[src/rtl/fp_round_pipe_if.sv]
// Handshake and data bundle for the renormalize-and-round stage.
// The slave modport is the rounding block; the master side is its driver/consumer.
interface fp_round_pipe_if #(
  parameter int EW = 8,
  parameter int MW = 23
);
  logic          i_valid;
  logic          o_ready_in;
  logic          i_sign;
  logic [EW-1:0] i_exp;
  logic [MW+4:0] i_mant;
  logic [2:0]    i_rm;
  logic          i_un_fl;
  logic          o_valid;
  logic          i_ready;
  logic          o_sign;
  logic [EW-1:0] o_exp;
  logic [MW-1:0] o_mant;
  logic          o_ov_fl;
  logic          o_un_fl;
  logic          o_nx;

  modport slave (
    input  i_valid, i_sign, i_exp, i_mant, i_rm, i_un_fl, i_ready,
    output o_ready_in, o_valid, o_sign, o_exp, o_mant, o_ov_fl, o_un_fl, o_nx
  );

  modport master (
    output i_valid, i_sign, i_exp, i_mant, i_rm, i_un_fl, i_ready,
    input  o_ready_in, o_valid, o_sign, o_exp, o_mant, o_ov_fl, o_un_fl, o_nx
  );
endinterface

[src/rtl/fp_round_pipe.sv]
// Two-stage renormalize-and-round pipeline: stage 1 rounds the extended mantissa,
// stage 2 renormalizes on carry-out and resolves specials and overflow.
module fp_round_pipe #(
  parameter int EW = 8,
  parameter int MW = 23
) (
  input  logic               i_clk,
  input  logic               i_rst,
  fp_round_pipe_if.slave     bus
);

  typedef enum logic [2:0] {
    RM_RNE = 3'd0,
    RM_RTZ = 3'd1,
    RM_RDN = 3'd2,
    RM_RUP = 3'd3,
    RM_RMM = 3'd4
  } rm_e;

  localparam logic [EW-1:0] EXP_ONES = '1;
  localparam logic [EW-1:0] EXP_MAXF = {{(EW-1){1'b1}}, 1'b0};

  logic ld1, ld2;
  logic v1_q, v2_q;

  logic          l_bit, g_bit, s_bit, nx0, inc, spec_in;
  logic [MW+1:0] sum_d;

  logic          s1_sign_q;
  logic [EW-1:0] s1_exp_q;
  logic [MW+1:0] s1_sum_q;
  logic          s1_nx_q;
  logic [2:0]    s1_rm_q;
  logic          s1_un_q;
  logic          s1_spec_q;

  logic          carry, to_inf, sat_ov;
  logic [EW-1:0] exp_r;
  logic          o_sign_d, o_ov_d, o_un_d, o_nx_d;
  logic [EW-1:0] o_exp_d;
  logic [MW-1:0] o_mant_d;
  logic          o_sign_q, o_ov_q, o_un_q, o_nx_q;
  logic [EW-1:0] o_exp_q;
  logic [MW-1:0] o_mant_q;

  assign ld2            = ~v2_q | bus.i_ready;
  assign ld1            = ~v1_q | ld2;
  assign bus.o_ready_in = ld1;
  assign bus.o_valid    = v2_q;
  assign bus.o_sign     = o_sign_q;
  assign bus.o_exp      = o_exp_q;
  assign bus.o_mant     = o_mant_q;
  assign bus.o_ov_fl    = o_ov_q;
  assign bus.o_un_fl    = o_un_q;
  assign bus.o_nx       = o_nx_q;

  // Specials never round, so their increment is suppressed and the sum carries the raw fraction.
  always_comb begin
    l_bit   = bus.i_mant[4];
    g_bit   = bus.i_mant[3];
    s_bit   = |bus.i_mant[2:0];
    nx0     = g_bit | s_bit;
    spec_in = (bus.i_exp == EXP_ONES);
    inc     = 1'b0;
    case (bus.i_rm)
      RM_RTZ:  inc = 1'b0;
      RM_RDN:  inc = bus.i_sign & nx0;
      RM_RUP:  inc = ~bus.i_sign & nx0;
      RM_RMM:  inc = g_bit;
      default: inc = g_bit & (s_bit | l_bit);
    endcase
    if (spec_in) inc = 1'b0;
    sum_d = {1'b0, bus.i_mant[MW+4:4]} + {{(MW+1){1'b0}}, inc};
  end

  always_ff @(posedge i_clk or posedge i_rst) begin
    if (i_rst) begin
      v1_q      <= 1'b0;
      s1_sign_q <= 1'b0;
      s1_exp_q  <= '0;
      s1_sum_q  <= '0;
      s1_nx_q   <= 1'b0;
      s1_rm_q   <= '0;
      s1_un_q   <= 1'b0;
      s1_spec_q <= 1'b0;
    end else if (ld1) begin
      v1_q      <= bus.i_valid;
      s1_sign_q <= bus.i_sign;
      s1_exp_q  <= bus.i_exp;
      s1_sum_q  <= sum_d;
      s1_nx_q   <= nx0;
      s1_rm_q   <= bus.i_rm;
      s1_un_q   <= bus.i_un_fl;
      s1_spec_q <= spec_in;
    end
  end

  // Directed-toward-zero modes never increment, so an inexact largest-magnitude
  // operand is flagged as overflow here and saturates to max finite.
  always_comb begin
    carry  = s1_sum_q[MW+1];
    exp_r  = s1_exp_q + {{(EW-1){1'b0}}, carry};
    to_inf = 1'b1;
    case (s1_rm_q)
      RM_RTZ:  to_inf = 1'b0;
      RM_RDN:  to_inf = s1_sign_q;
      RM_RUP:  to_inf = ~s1_sign_q;
      default: to_inf = 1'b1;
    endcase
    sat_ov = ~to_inf & s1_nx_q & ~carry & (s1_exp_q == EXP_MAXF) & (&s1_sum_q[MW:0]);

    o_sign_d = s1_sign_q;
    o_exp_d  = exp_r;
    o_mant_d = carry ? s1_sum_q[MW:1] : s1_sum_q[MW-1:0];
    o_ov_d   = 1'b0;
    o_un_d   = ~carry & s1_un_q;
    o_nx_d   = s1_nx_q;

    if (s1_spec_q) begin
      o_exp_d  = EXP_ONES;
      o_mant_d = s1_sum_q[MW-1:0];
      o_un_d   = 1'b0;
      o_nx_d   = 1'b0;
    end else if ((exp_r == EXP_ONES) || sat_ov) begin
      o_ov_d = 1'b1;
      o_nx_d = 1'b1;
      if (to_inf) begin
        o_exp_d  = EXP_ONES;
        o_mant_d = '0;
      end else begin
        o_exp_d  = EXP_MAXF;
        o_mant_d = '1;
      end
    end
  end

  always_ff @(posedge i_clk or posedge i_rst) begin
    if (i_rst) begin
      v2_q     <= 1'b0;
      o_sign_q <= 1'b0;
      o_exp_q  <= '0;
      o_mant_q <= '0;
      o_ov_q   <= 1'b0;
      o_un_q   <= 1'b0;
      o_nx_q   <= 1'b0;
    end else if (ld2) begin
      v2_q     <= v1_q;
      o_sign_q <= o_sign_d;
      o_exp_q  <= o_exp_d;
      o_mant_q <= o_mant_d;
      o_ov_q   <= o_ov_d;
      o_un_q   <= o_un_d;
      o_nx_q   <= o_nx_d;
    end
  end

endmodule

[src/flat_wrapper.sv]
// flat-port wrapper written by rule: the top's interface ports become plain ports
module fp_round_pipe_flat 
#(
  parameter int EW = 8,
  parameter int MW = 23
)
  (i_clk, i_rst, bus_i_valid, bus_i_sign, bus_i_exp, bus_i_mant, bus_i_rm, bus_i_un_fl, bus_i_ready, bus_o_ready_in, bus_o_valid, bus_o_sign, bus_o_exp, bus_o_mant, bus_o_ov_fl, bus_o_un_fl, bus_o_nx);
  fp_round_pipe_if #(.EW(EW), .MW(MW)) bus_i ();
  input  logic i_clk;
  input  logic i_rst;
  input wire logic [$bits(bus_i.i_valid)-1:0] bus_i_valid;
  input wire logic [$bits(bus_i.i_sign)-1:0] bus_i_sign;
  input wire logic [$bits(bus_i.i_exp)-1:0] bus_i_exp;
  input wire logic [$bits(bus_i.i_mant)-1:0] bus_i_mant;
  input wire logic [$bits(bus_i.i_rm)-1:0] bus_i_rm;
  input wire logic [$bits(bus_i.i_un_fl)-1:0] bus_i_un_fl;
  input wire logic [$bits(bus_i.i_ready)-1:0] bus_i_ready;
  output wire logic [$bits(bus_i.o_ready_in)-1:0] bus_o_ready_in;
  output wire logic [$bits(bus_i.o_valid)-1:0] bus_o_valid;
  output wire logic [$bits(bus_i.o_sign)-1:0] bus_o_sign;
  output wire logic [$bits(bus_i.o_exp)-1:0] bus_o_exp;
  output wire logic [$bits(bus_i.o_mant)-1:0] bus_o_mant;
  output wire logic [$bits(bus_i.o_ov_fl)-1:0] bus_o_ov_fl;
  output wire logic [$bits(bus_i.o_un_fl)-1:0] bus_o_un_fl;
  output wire logic [$bits(bus_i.o_nx)-1:0] bus_o_nx;
  assign bus_i.i_valid = bus_i_valid;
  assign bus_i.i_sign = bus_i_sign;
  assign bus_i.i_exp = bus_i_exp;
  assign bus_i.i_mant = bus_i_mant;
  assign bus_i.i_rm = bus_i_rm;
  assign bus_i.i_un_fl = bus_i_un_fl;
  assign bus_i.i_ready = bus_i_ready;
  assign bus_o_ready_in = bus_i.o_ready_in;
  assign bus_o_valid = bus_i.o_valid;
  assign bus_o_sign = bus_i.o_sign;
  assign bus_o_exp = bus_i.o_exp;
  assign bus_o_mant = bus_i.o_mant;
  assign bus_o_ov_fl = bus_i.o_ov_fl;
  assign bus_o_un_fl = bus_i.o_un_fl;
  assign bus_o_nx = bus_i.o_nx;
  fp_round_pipe #(.EW(EW), .MW(MW)) u_core (.i_clk(i_clk), .i_rst(i_rst), .bus(bus_i));
endmodule
[config.mk]
export PLATFORM = sky130hd
export DESIGN_NAME = fp_round_pipe_flat
export DESIGN_NICKNAME = d
export VERILOG_FILES = /design/src/rtl/fp_round_pipe_if.sv /design/src/rtl/fp_round_pipe.sv /design/src/flat_wrapper.sv
export SDC_FILE = /design/constraint.sdc
export NUM_CORES = 1
export LEC_CHECK = 0
export CAP_MARGIN = 20
export CORE_MARGIN = 5
export CORE_UTILIZATION = 40
export CTS_CLUSTER_DIAMETER = 30
export DETAILED_ROUTE_END_ITERATION = 8
export PLACE_DENSITY_LB_ADDON = 0.3
export RECOVER_POWER = 50
export SLEW_MARGIN = 20
export SYNTH_ARGS = -nofsm -noshare
export SYNTH_HDL_FRONTEND = slang
export SYNTH_SLANG_ARGS = --single-unit
[constraint.sdc]
create_clock -name i_clk -period 7 [get_ports i_clk]
set_clock_uncertainty 0.05 [all_clocks]
set_input_delay 1.4 -clock i_clk [delete_from_list [all_inputs] [get_ports i_clk]]
set_output_delay 1.4 -clock i_clk [all_outputs]
set_load 0.02 [all_outputs]
# Word level (Yosys, flattened, before mapping)
# Index checks and enable logic that the tools add are counted.
totals:
  reg_bits: 77
  latchBits: 0
  mem_bits_rw: 0
  mem_bits_ro: 0
  in_bits: 45
  output_inout_bits: 37
  elab_cells: 63
  memories: 0
op_classes:
  add_sub_neg: 2
  mul: 0
  div_mod_pow: 0
  order_cmp: 0
  eq_ne: 10
  shift: 0
  n_mux: 15
  bitwise_logic: 18
  n_reduce_logical: 3
op_table:
  columns: ["cell", "n"]
  rows:
  - ["two-way mux 23 bit", 4]
  - ["adder 24 x 1 -> 25 bit", 1]
  - ["equality test 8 bit (second input constant)", 3]
  - ["AND reduction 24 bit", 1]
  - ["two-way mux 8 bit", 2]
  - ["equality test 3 x 2 -> 1 bit (second input constant)", 4]
  - ["adder 8 x 1 -> 8 bit", 1]
  - ["AND 1 bit", 8]
  - ["two-way mux 1 bit", 7]
  - ["equality test 3 x 1 -> 1 bit (second input constant)", 2]
  - ["inverter 1 bit", 6]
  - ["OR 1 bit", 4]
  - ["case mux 1 bit (4 select lines)", 1]
  - ["equality test 3 bit (second input constant)", 1]
  - ["case mux 1 bit (3 select lines)", 1]
  - ["OR reduction 3 bit", 1]
  - ["logical OR 1 bit", 1]

# Logic depth before layout (Yosys ltp)
# Gate-level depths: netlist of run 1.
depth:
  depth_word: 10
  ltp_mapped: 11
  mapped_depth_nobuf: 11

# Least setup slack after synthesis of run 1
# OpenSTA, ideal clock, no wires.
synth_path:
  kind: "input-to-output"
  startpoint: "input bus_i_ready"
  endpoint: "output bus_o_ready_in"
  arrival_ps: 2369
  t_required_ps: 5550
  slack_ps: 3181
  path_stages: 4
  n_path_buf: 2
  cell_sequence: "nor2b_1 nand2_1 clkbuf_1 clkbuf_1"
synth_via:
  elab_chain_len: 2
synth_lines:
  columns: ["element", "line", "text"]
  rows:
  - ["start: declaration", "flat_wrapper.sv:17", "input wire logic [$bits(bus_i.i_ready)-1:0] bus_i_ready;"]
  - ["OR 1 bit", "fp_round_pipe.sv:46", "assign ld2 = ~v2_q | bus.i_ready;"]
  - ["OR 1 bit", "fp_round_pipe.sv:47", "assign ld1 = ~v1_q | ld2;"]
  - ["end: declaration", "flat_wrapper.sv:18", "output wire logic [$bits(bus_i.o_ready_in)-1:0] bus_o_ready_in;"]
# No other way between the ends.

# Worst setup path in the final report of run 1
# Ends and elaborated chain as after synthesis.

==> Implementation_results.wiki, run 1 <==
{| class="wikitable"
! Metric !! Value
|-
| Result of the run || complete, but fails checks
|-
| Violated checks || max-capacitance violations, max-slew violations
|-
| Overflow left after global routing || 0
|-
| Power dissipated by switching net loads || roughly 0.34 mW
|-
| Number of CTS-inserted buffers || 9
|-
| Design Area, Final || 5180 sq um
|-
| Wire length on met3 || around 430 um
|-
| Max FO, Critical Path || 6
|-
| Critical path class || in2out
|-
| Top achievable clock speed || roughly 220 MHz
|-
| Min Tclk post-route || 4640 ps
|-
| Buf+Inv Stages, Crit Path || 2
|-
| Buffers inserted during post-CTS setup optimization || 0
|-
| Share of the cycle needed by the critical path after routing || 0.662
|-
| Die Span Y || 110 um
|-
| Clock power frac || 0.336
|-
| Number of warnings issued by yosys || 0
|-
| Pin count of the biggest net entering global routing || 78
|-
| Worst path top cell family by delay || buffers and inverters
|-
| Final Hold Violating Endpoints || 0
|-
| Global routing usage summed across all routing layers || 0.167
|-
| Data arrival time of the critical path || 3190 ps
|-
| Via count of the first global-routing pass || 3,195
|-
| Final-stage net count || around 500
|-
| Detailed-router iteration count before antenna repair || 4
|-
| Post-synthesis sequential area ratio || 0.481
|-
| Sort of element at the start of the critical path || input port
|-
| Synthesized-area fraction occupied by and/or/nand/nor cells || 0.173
|-
| Setup repair after global routing missed its margin || no
|-
| Post-DR vias/cell || 5.17
|-
| Synthesized-area fraction occupied by ao, oa, aoi and oai cells || 0.132
|-
| Clk Tree Root Cell || clkbuf_8
|-
| Number of cells traversed by the worst register-to-register path || 4
|-
| Overall die area || 12,100 sq um
|-
| Number of inserted diodes || 0
|-
| Number of cells produced by synthesis || roughly 370
|-
| Most common cell after layout, fill and taps aside || dfrtp_1
|-
| Post-synth cell types || 43
|-
| Largest stage delay, worst path || ~570 ps
|-
| Required time at the worst-slack endpoint || between 5000 and 6000 ps
|-
| Power share of the combinational group || 0.220
|-
| FF-to-FF End || u_core.bus.o_mant[0]
|-
| Latest clock arrival within the worst-skew pair || around 350 ps
|-
| Slack of the worst reg-to-reg path || 4010 ps
|-
| Area growth syn-to-layout || 29.4%
|-
| Core Rows || 36
|-
| DRT iter0 DRCs || roughly 120
|-
| Cell internal pwr || 0.880 mW
|-
| Number of antenna violations at the first check in global routing || 0
|-
| Worst setup EP type || primary output
|-
| Source of the worst register-to-register timing path || u_core.bus.o_valid
|-
| Switching part of the total || 0.281
|-
| Wire length of the first global-routing pass || 15,800 um
|-
| Chip width || 110 um
|-
| Hold-fix buffer count after cts || 0
|-
| Highest-delay cell along the critical path || clkdlybuf4s50_1
|-
| Largest buffer count on any clock path || 2
|-
| Area fraction of the dominant cell type after synthesis || 0.481
|-
| TritonCTS Sinks || 77
|-
| Commonest cells after routing, fill and taps aside || 77 x dfrtp_1, 67 x clkdlybuf4s50_1, 56 x nor2_1
|-
| Type of the tightest min-delay check || reg2reg
|-
| Overall Power || 1.22 mW
|-
| Post-Syn Nets || 422
|-
| Adder and majority gate portion of the synthesized area || 0.0150
|-
| Sequential Power Share || 0.444
|-
| Endpoint of the worst hold-timing path || u_core.bus.o_sign
|-
| Fraction of layout cells with a size suffix above 1 || 0.142
|-
| WL final || ~9300 um
|-
| Wl on met1 || 4340 um
|-
| Via count || roughly 3,100
|-
| Number of buffer cells added on primary ports || 81
|-
| Effective utilization at floorplan || 0.409
|-
| Synthesized area || 4000 sq um
|-
| Tightest Pin Transition || 1850 ps
|-
| Fraction of registers with async set or reset after synthesis || 1.00
|-
| Post-DR wirelength/cell || 15.7 um
|-
| DR DRC count || 0
|-
| Min-delay src || u_core.bus.o_sign
|-
| Relative slew margins || -0.234
|-
| Final HPWL from detailed placement || ~6700 um
|-
| Wire length on met2 || 4350 um
|-
| Number of nets still failing antenna checks after routing || 0
|-
| Portion of netlist area occupied by mux cells || 0.0997
|-
| Largest family of logic cells by synthesized area || simple AND/OR/NAND/NOR gates
|-
| Flip-flop and latch count after synthesis || 77
|-
| Post-synth top flop || dfrtp_1
|-
| Cell accounting for the most synthesized area || dfrtp_1
|-
| Worst vdd rail ir drop || 0.0000940 V
|-
| Worst-case hold slack || 424 ps
|-
| # H-tree levels || 3
|-
| Total cell area at the placement stage || 4910 sq um
|-
| Uppermost layer routed || met4
|-
| Final setup violating endpoints || 0
|-
| Clock tree from TritonCTS || yes
|-
| Clk pin slew, worst setup/hold paths || 80 ps
|-
| Standard cell core area || 9770 sq um
|-
| Power per unit of standard cell area || 236 nW/um^2
|-
| EDFF count, synth || 0
|-
| Leakage dissipation || 1.92 nW
|-
| Count of pins over their slew limit || 74
|-
| Synthesized-area fraction occupied by xor and xnor cells || 0.0675
|-
| Max-cap violations || 2
|-
| Boundary Pins || 82
|-
| Top area cells in the synthesized netlist || dfrtp_1 48%, a211oi_2 6.3%, mux2i_1 5.8%
|-
| Cells resized by post-CTS repair || 0
|-
| Hold path cells || 2
|-
| Post-synthesis average cell area || 10.7 sq um
|-
| Final weighted congestion of routability-driven global placement || approximately 0.82
|-
| CP cell instances || dlygate4sd3_1, nor2b_1, nand2_2, clkdlybuf4s50_1
|-
| Aggregate negative setup slack || 0 ps
|}
worst max-delay path by stage:
| stage | start | end | slack (ps) | depth (start not counted) |
|---|---|---|---|---|
| after floorplan | bus_i_ready | bus_o_ready_in | 3180 | 4 |
| after global placement | bus_i_ready | bus_o_ready_in | 2520 | 4 |
| after detailed placement | bus_i_ready | bus_o_ready_in | 2500 | 4 |
| after CTS | bus_i_ready | bus_o_ready_in | 2480 | 4 |
| after global routing | bus_i_ready | bus_o_ready_in | 2250 | 4 |
| final | bus_i_ready | bus_o_ready_in | 2360 | 4 |
registers in the layout, indices dropped and copies added (netlist names):
signal / cells
u_core.bus.o_exp: 8
u_core.bus.o_mant: 23
u_core.bus.o_nx: 1
u_core.bus.o_ov_fl: 1
u_core.bus.o_sign: 1
u_core.bus.o_un_fl: 1
u_core.bus.o_valid: 1
u_core.o_sign_d: 1
u_core.s1_exp_q: 8
u_core.s1_nx_q: 1
u_core.s1_rm_q: 3
u_core.s1_spec_q: 1
u_core.s1_sum_q: 25
u_core.s1_un_q: 1
u_core.v1_q: 1
routing by layer:
layer	global-route usage	up-vias
met5	0	-
met4	0.0668	0
met3	0.0256	13
met2	0.265	57
met1	0.229	1479
li1	-	1503
cell usage after synthesis, drive strengths merged, types with 5 or more instances:
cell type,count
dfrtp,77
nor2,58
a21oi,25
a211oi,23
mux2i,23
nand2,19
xnor2,19
mux2,15
nand4,15
nand3,12
xor2,11
buf,10
clkbuf,9
nor3,8
o32a,6
inv,5
power groups by stage:
stage                     combinational [mW]  clock [mW]  sequential, mW
after floorplan                        0.118           0           0.581
after global routing                   0.293       0.439           0.552
final                                  0.269       0.411           0.543
after detailed placement               0.274           0           0.553
after global placement                 0.271           0           0.551
after CTS                              0.275       0.419           0.544
area by class of cell:
| type | count | area [sq um] |
|---|---|---|
| Tap cell | 133 | 166 |
| Clock buffer | 10 | 138 |
| Inverter | 5 | 18.8 |
| Multi-Input combinational cell | 272 | 1950 |
| Clock inverter | 6 | 110 |
| Timing Repair Buffer | 87 | 868 |
| Sequential cell | 77 | 1930 |
| Fill cell | 888 | 4590 |
worst reg2reg max path, cell delays in order, from the launching register on:
cell and delay [ps]:
dfrtp_1 410, nand2b_1 80, clkbuf_1 1320, o21a_2 810, a211oi_1 170
per-stage QoR:
step                 util  worst slack [ps]  std cells
CTS                 0.528              2480        589
floorplan               -              3180        373
finish              0.530              2360        590
global route        0.530              2250        590
global placement    0.503              2520        573
detailed placement  0.503              2500        573
cells by family (layout without fill, tap and decap cells):
| group | after synthesis | after routing |
|---|---|---|
| buffers and inverters | 24 | 108 |
| adders and majority gates | 5 | 5 |
| DFF | 77 | 77 |
| AOI/OAI and AO/OA | 63 | 63 |
| muxes | 38 | 38 |
| and+or+nand+nor | 136 | 136 |
| xor gates and xnor gates | 30 | 30 |
(Power assumes the default switching activity.)
==> run 2, diff against run 1 <==
Clock period 7 ns to 4.17 ns, I/O delays scaled along.
==> run 2 against run 1 <==
The flow still finishes with violations (max-capacitance violations, max-slew violations). Critical path depth increased by 1. Via count decreased by 0.36%. Cell area decreased by 1.6%. Clock power increased by 34%. Setup slack got worse by 1800 ps. Sequential share of layout area increased by 0.60 points.
==> Implementation_results.wiki, run 2 (synthesis results as in run 1) <==
{| class="wikitable"
! Metric !! Value
|-
| Setup repair after global routing missed its margin || no
|-
| Placement Setup Slack || 340 ps
|-
| Standard cell core area || between 9000 and 10,000 sq um
|-
| Power per unit of standard cell area || 375 nW/um^2
|-
| Commonest cells after routing, fill and taps aside || 77 x dfrtp_1, 68 x clkdlybuf4s50_1, 56 x nor2_1
|-
| Clk pin slew, worst setup/hold paths || roughly 70 ps
|-
| Source of the worst register-to-register timing path || u_core.bus.o_valid
|-
| Result of the run || complete, but fails checks
|-
| Number of antenna violations at the first check in global routing || 0
|-
| Number of inserted diodes || 0
|-
| Tightest Pin Transition || 2250 ps
|-
| Overall Power || 1.91 mW
|-
| Worst vdd rail ir drop || 0.000165 V
|-
| Final HPWL from detailed placement || 6780 um
|-
| Final weighted congestion of routability-driven global placement || 0.832
|-
| Max FO, Critical Path || 41
|-
| Worst setup EP type || flop
|-
| Number of CTS-inserted buffers || 9
|-
| Register ranked first by flip-flop count || u_core.s1_sum_q
|-
| # H-tree levels || 3
|-
| Clk Tree Root Cell || clkbuf_8
|-
| Largest buffer count on any clock path || 2
|-
| Type of the tightest min-delay check || reg2reg
|-
| Relative slew margins || -0.509
|-
| Critical path class || in2reg
|-
| Largest register FFs || 25
|-
| DRT iter0 DRCs || 83
|-
| Die Span Y || 110 um
|-
| Sort of element at the start of the critical path || input port
|-
| Aggregate negative setup slack || 0 ps
|-
| Fraction of layout cells with a size suffix above 1 || 0.138
|-
| Final setup violating endpoints || 0
|-
| Boundary Pins || 82
|-
| Core Rows || 36
|-
| Min-delay src || u_core.bus.o_sign
|-
| Hold-fix buffer count after cts || 0
|-
| Wire length of the first global-routing pass || 15,500 um
|-
| Leakage dissipation || between 1.5 and 2 nW
|-
| Area growth syn-to-layout || 27.4%
|-
| Data arrival time of the critical path || around 3700 ps
|-
| TritonCTS Sinks || 77
|-
| Fillers || approximately 930
|-
| Post-DR vias/cell || 5.17
|-
| Latest clock arrival within the worst-skew pair || 340 ps
|-
| WL final || 9280 um
|-
| Final Hold Violating Endpoints || 0
|-
| Overall die area || 12,100 sq um
|-
| Most common cell after layout, fill and taps aside || dfrtp_1
|-
| Top achievable clock speed || between 200 and 300 MHz
|-
| Via count of the first global-routing pass || 3,047
|-
| Buffers inserted during post-CTS setup optimization || 0
|-
| Start point of the critical path || bus_i_ready
|-
| Share of the cycle needed by the critical path after routing || 0.865
|-
| Min setup slack post-route || around 560 ps
|-
| Worst-case hold slack || 426 ps
|-
| Clock tree from TritonCTS || yes
|-
| Violated checks || max-capacitance violations, max-slew violations
|-
| Pin count of the biggest net entering global routing || 67
|-
| Required time at the worst-slack endpoint || 4300 ps
|-
| Max-cap violations || 2
|-
| DR DRC count || 0
|-
| Via count || 3,041
|-
| Cells resized by post-CTS repair || 0
|-
| Effective utilization at floorplan || 0.409
|-
| Detailed-router iteration count before antenna repair || 4
|-
| Post-DR wirelength/cell || 15.8 um
|-
| Final-stage net count || 501
|-
| Overflow left after global routing || 0
|-
| Global routing usage summed across all routing layers || 0.164
|-
| Count of pins over their slew limit || 93
|-
| Min Tclk post-route || between 3000 and 4000 ps
|-
| Chip width || 110 um
|-
| Number of nets still failing antenna checks after routing || 0
|-
| Number of buffer cells added on primary ports || a little over 80
|}
[run 2: path summary, 6_finish.rpt]
check                                       end  slack [ps]  cells after the start
setup reg to reg           u_core.bus.o_mant[0]        1170                      4
hold reg to reg               u_core.bus.o_sign         430                      2
setup / recovery           u_core.bus.o_mant[0]         560                      5
hold / removal                u_core.bus.o_sign         430                      2
max in group asynchronous    u_core.s1_sum_q[2]         990                      3
min in group asynchronous   u_core.bus.o_exp[7]        1490                      2
[run 2: cell type report]
class / count / area (sq um) / area share
Clock buffer: 10 / 138 / 0.0270
Clock inverter: 4 / 50.0 / 0.00982
Inverter: 5 / 20.0 / 0.00393
Multi-Input combinational cell: 272 / 1950 / 0.383
Sequential cell: 77 / 1930 / 0.378
Tap cell: 133 / 166 / 0.0326
Timing Repair Buffer: 87 / 845 / 0.166
[run 2: metal layers]
layer | up-vias | routed length (um) | global-route usage
li1 | 1506 | - | -
met1 | 1452 | 4330 | 0.231
met5 | - | 0 | 0
met3 | 16 | 412 | 0.0239
met2 | 67 | 4330 | 0.253
met4 | 0 | 204 | 0.0659
[run 2: worst max-delay path: stages]
cell and delay [ps]:
clkdlybuf4s50_1 480, nand2b_1 100, clkbuf_1 1350, o21a_2 770, a211oi_1 170
[run 2: stage by stage]
stage | instance area (sq um) | util | instances
final | 5100 | 0.522 | 588
after global routing | 5100 | 0.522 | 588
after CTS | 5110 | 0.523 | 588
after detailed placement | 4920 | 0.503 | 574
after global placement | 4920 | 0.503 | 574
after floorplan | 4000 | - | 373
[run 2: power by group]
part / switching, mW / internal (mW)
Sequential: 0.0733 / 0.839
Clock: 0.264 / 0.285
Combinational: 0.227 / 0.224
==> run 3, diff against run 2 <==
Settings changed: CORE_MARGIN 5 to default, GPL_ROUTABILITY_DRIVEN from default to 0.
==> run 3 against run 2 <==
Total power grew 0.24%. Final cell count up 0.34%. Register-to-register slack improved by 670 ps. The run now ends clean. Maximum frequency rose by 3.3%. Sequential cell count is the same. Core utilization increased by 0.29 points.
==> Implementation_results.wiki, run 3 (synthesis results as in run 1) <==
{| class="wikitable"
! Metric !! Value
|-
| Min setup slack post-route || 676 ps
|-
| Post-layout utilization of the core || 0.525
|-
| WL final || 9000 um
|-
| Register ranked first by flip-flop count || u_core.s1_sum_q
|-
| Required time at the worst-slack endpoint || 4310 ps
|-
| Hold path cells || 1
|-
| Count of pins over their slew limit || 0
|-
| Largest buffer count on any clock path || 2
|-
| Post-DR wirelength/cell || roughly 15 um
|-
| Sort of element at the start of the critical path || input port
|-
| Core Rows || 36
|-
| Buffers inserted during post-CTS setup optimization || 0
|-
| Worst-case hold slack || 442 ps
|-
| Worst setup EP type || flop
|-
| Via count of the first global-routing pass || 3,003
|-
| Slack of the worst reg-to-reg path || 1840 ps
|-
| Largest register FFs || 25
|-
| Worst vdd rail ir drop || 0.000190 V
|-
| Overflow left after global routing || 0
|-
| Boundary Pins || a little over 80
|-
| Number of cells traversed by the worst register-to-register path || 7
|-
| Clk Tree Root Cell || clkbuf_8
|-
| Min Tclk post-route || 3490 ps
|-
| Wire length of the first global-routing pass || 15,100 um
|-
| TritonCTS Sinks || 77
|-
| Overall die area || 10,400 sq um
|-
| Cells resized by post-CTS repair || 0
|-
| Type of the tightest min-delay check || reg2reg
|-
| Min-delay src || u_core.v1_q
|-
| Hold-fix buffer count after cts || 0
|-
| Latest clock arrival within the worst-skew pair || 340 ps
|-
| Chip width || 102 um
|-
| Most common cell after layout, fill and taps aside || dfrtp_1
|-
| Standard cell core area || around 10000 sq um
|-
| Clk pin slew, worst setup/hold paths || roughly 70 ps
|-
| Power per unit of standard cell area || ~380 nW/um^2
|-
| # H-tree levels || 3
|-
| Final setup violating endpoints || 0
|-
| Result of the run || finished, final reports clean
|-
| Number of nets still failing antenna checks after routing || 0
|-
| Clock tree from TritonCTS || yes
|-
| Global routing usage summed across all routing layers || 0.189
|-
| Post-DR vias/cell || 5.15
|-
| Max-cap violations || 0
|-
| Tightest Pin Transition || 1360 ps
|-
| Placement Setup Slack || 286 ps
|-
| Critical path class || in2reg
|-
| Cell Count, Final, Fillers Out || ~600
|-
| Relative slew margins || 0.0942
|-
| Number of CTS-inserted buffers || 9
|-
| Design Area, Final || 5100 sq um
|-
| Source of the worst register-to-register timing path || u_core.s1_exp_q[0]
|-
| Overall Power || about 1.9 mW
|-
| Final-stage net count || 501
|-
| Setup repair after global routing missed its margin || no
|-
| Number of buffer cells added on primary ports || 81
|-
| Inst Count DP || 574
|-
| Data arrival time of the critical path || 3630 ps
|-
| Area growth syn-to-layout || 27.5%
|-
| Top achievable clock speed || about 290 MHz
|-
| Number of inserted diodes || 0
|-
| Total cell area at the placement stage || ~4900 sq um
|-
| Endpoint of the worst hold-timing path || u_core.bus.o_valid
|-
| Leakage dissipation || 1.90 nW
|-
| DR DRC count || 0
|-
| Aggregate negative setup slack || 0 ps
|-
| Number of antenna violations at the first check in global routing || 0
|-
| Pin count of the biggest net entering global routing || 67
|-
| Commonest cells after routing, fill and taps aside || 77 x dfrtp_1, 69 x clkdlybuf4s50_1, 56 x nor2_1
|-
| Effective utilization at floorplan || 0.411
|-
| Fraction of layout cells with a size suffix above 1 || 0.138
|-
| Final Hold Violating Endpoints || 0
|-
| FF-to-FF End || u_core.bus.o_mant[22]
|-
| Via count || 3,039
|-
| DRT iter0 DRCs || 132
|-
| Fillers || 932
|-
| Share of the cycle needed by the critical path after routing || 0.838
|-
| Detailed-router iteration count before antenna repair || 4
|-
| Die Span Y || 102 um
|-
| Max FO, Critical Path || 7
|-
| Final HPWL from detailed placement || 6610 um
|}
-- run 3: area by class of cell --
class	count	area [sq um]	area share
multi-input combinational	272	1950	0.383
clock inverter	4	47.5	0.00932
sequential	77	1930	0.378
clock buffer	12	145	0.0284
timing repair buffer	87	846	0.166
tap	133	166	0.0326
inverter	5	18.8	0.00368
-- run 3: routing by layer --
layer | track usage | routed length [um] | part of all wire | vias up
met5 | 0 | 0 | 0 | -
met4 | 0.0604 | 113 | 0.013 | 0
met3 | 0.0267 | 347 | 0.039 | 10
met2 | 0.306 | 4340 | 0.48 | 58
met1 | 0.261 | 4210 | 0.47 | 1469
li1 | - | - | - | 1502
-- run 3: report_power, final --
part           switching (mW)  internal, mW
clock network           0.264         0.292
registers              0.0728         0.839
logic                   0.225         0.224
-- run 3: worst max path at each step --
stage               depth (start not counted)                  end  slack, ps          start
CTS                                        12  u_core.s1_sum_q[16]        650  bus_i_mant[4]
finish                                     12  u_core.s1_sum_q[16]        680  bus_i_mant[4]
global placement                           12  u_core.s1_sum_q[16]        360  bus_i_mant[4]
detailed placement                         12  u_core.s1_sum_q[16]        290  bus_i_mant[4]
floorplan                                  11  u_core.s1_sum_q[16]        980  bus_i_mant[4]
global route                               12  u_core.s1_sum_q[18]        490  bus_i_mant[4]
-- run 3: worst max-delay path, cell delays in order --
cell and delay [ps]:
clkdlybuf4s50_1 420, or4_1 520, maj3_1 330, a21oi_1 140, nor3_1 60, ha_1 220, ha_1 210, and3_1 240
nand3_1 260, or2_2 200, xnor2_1 110, a21oi_1 80
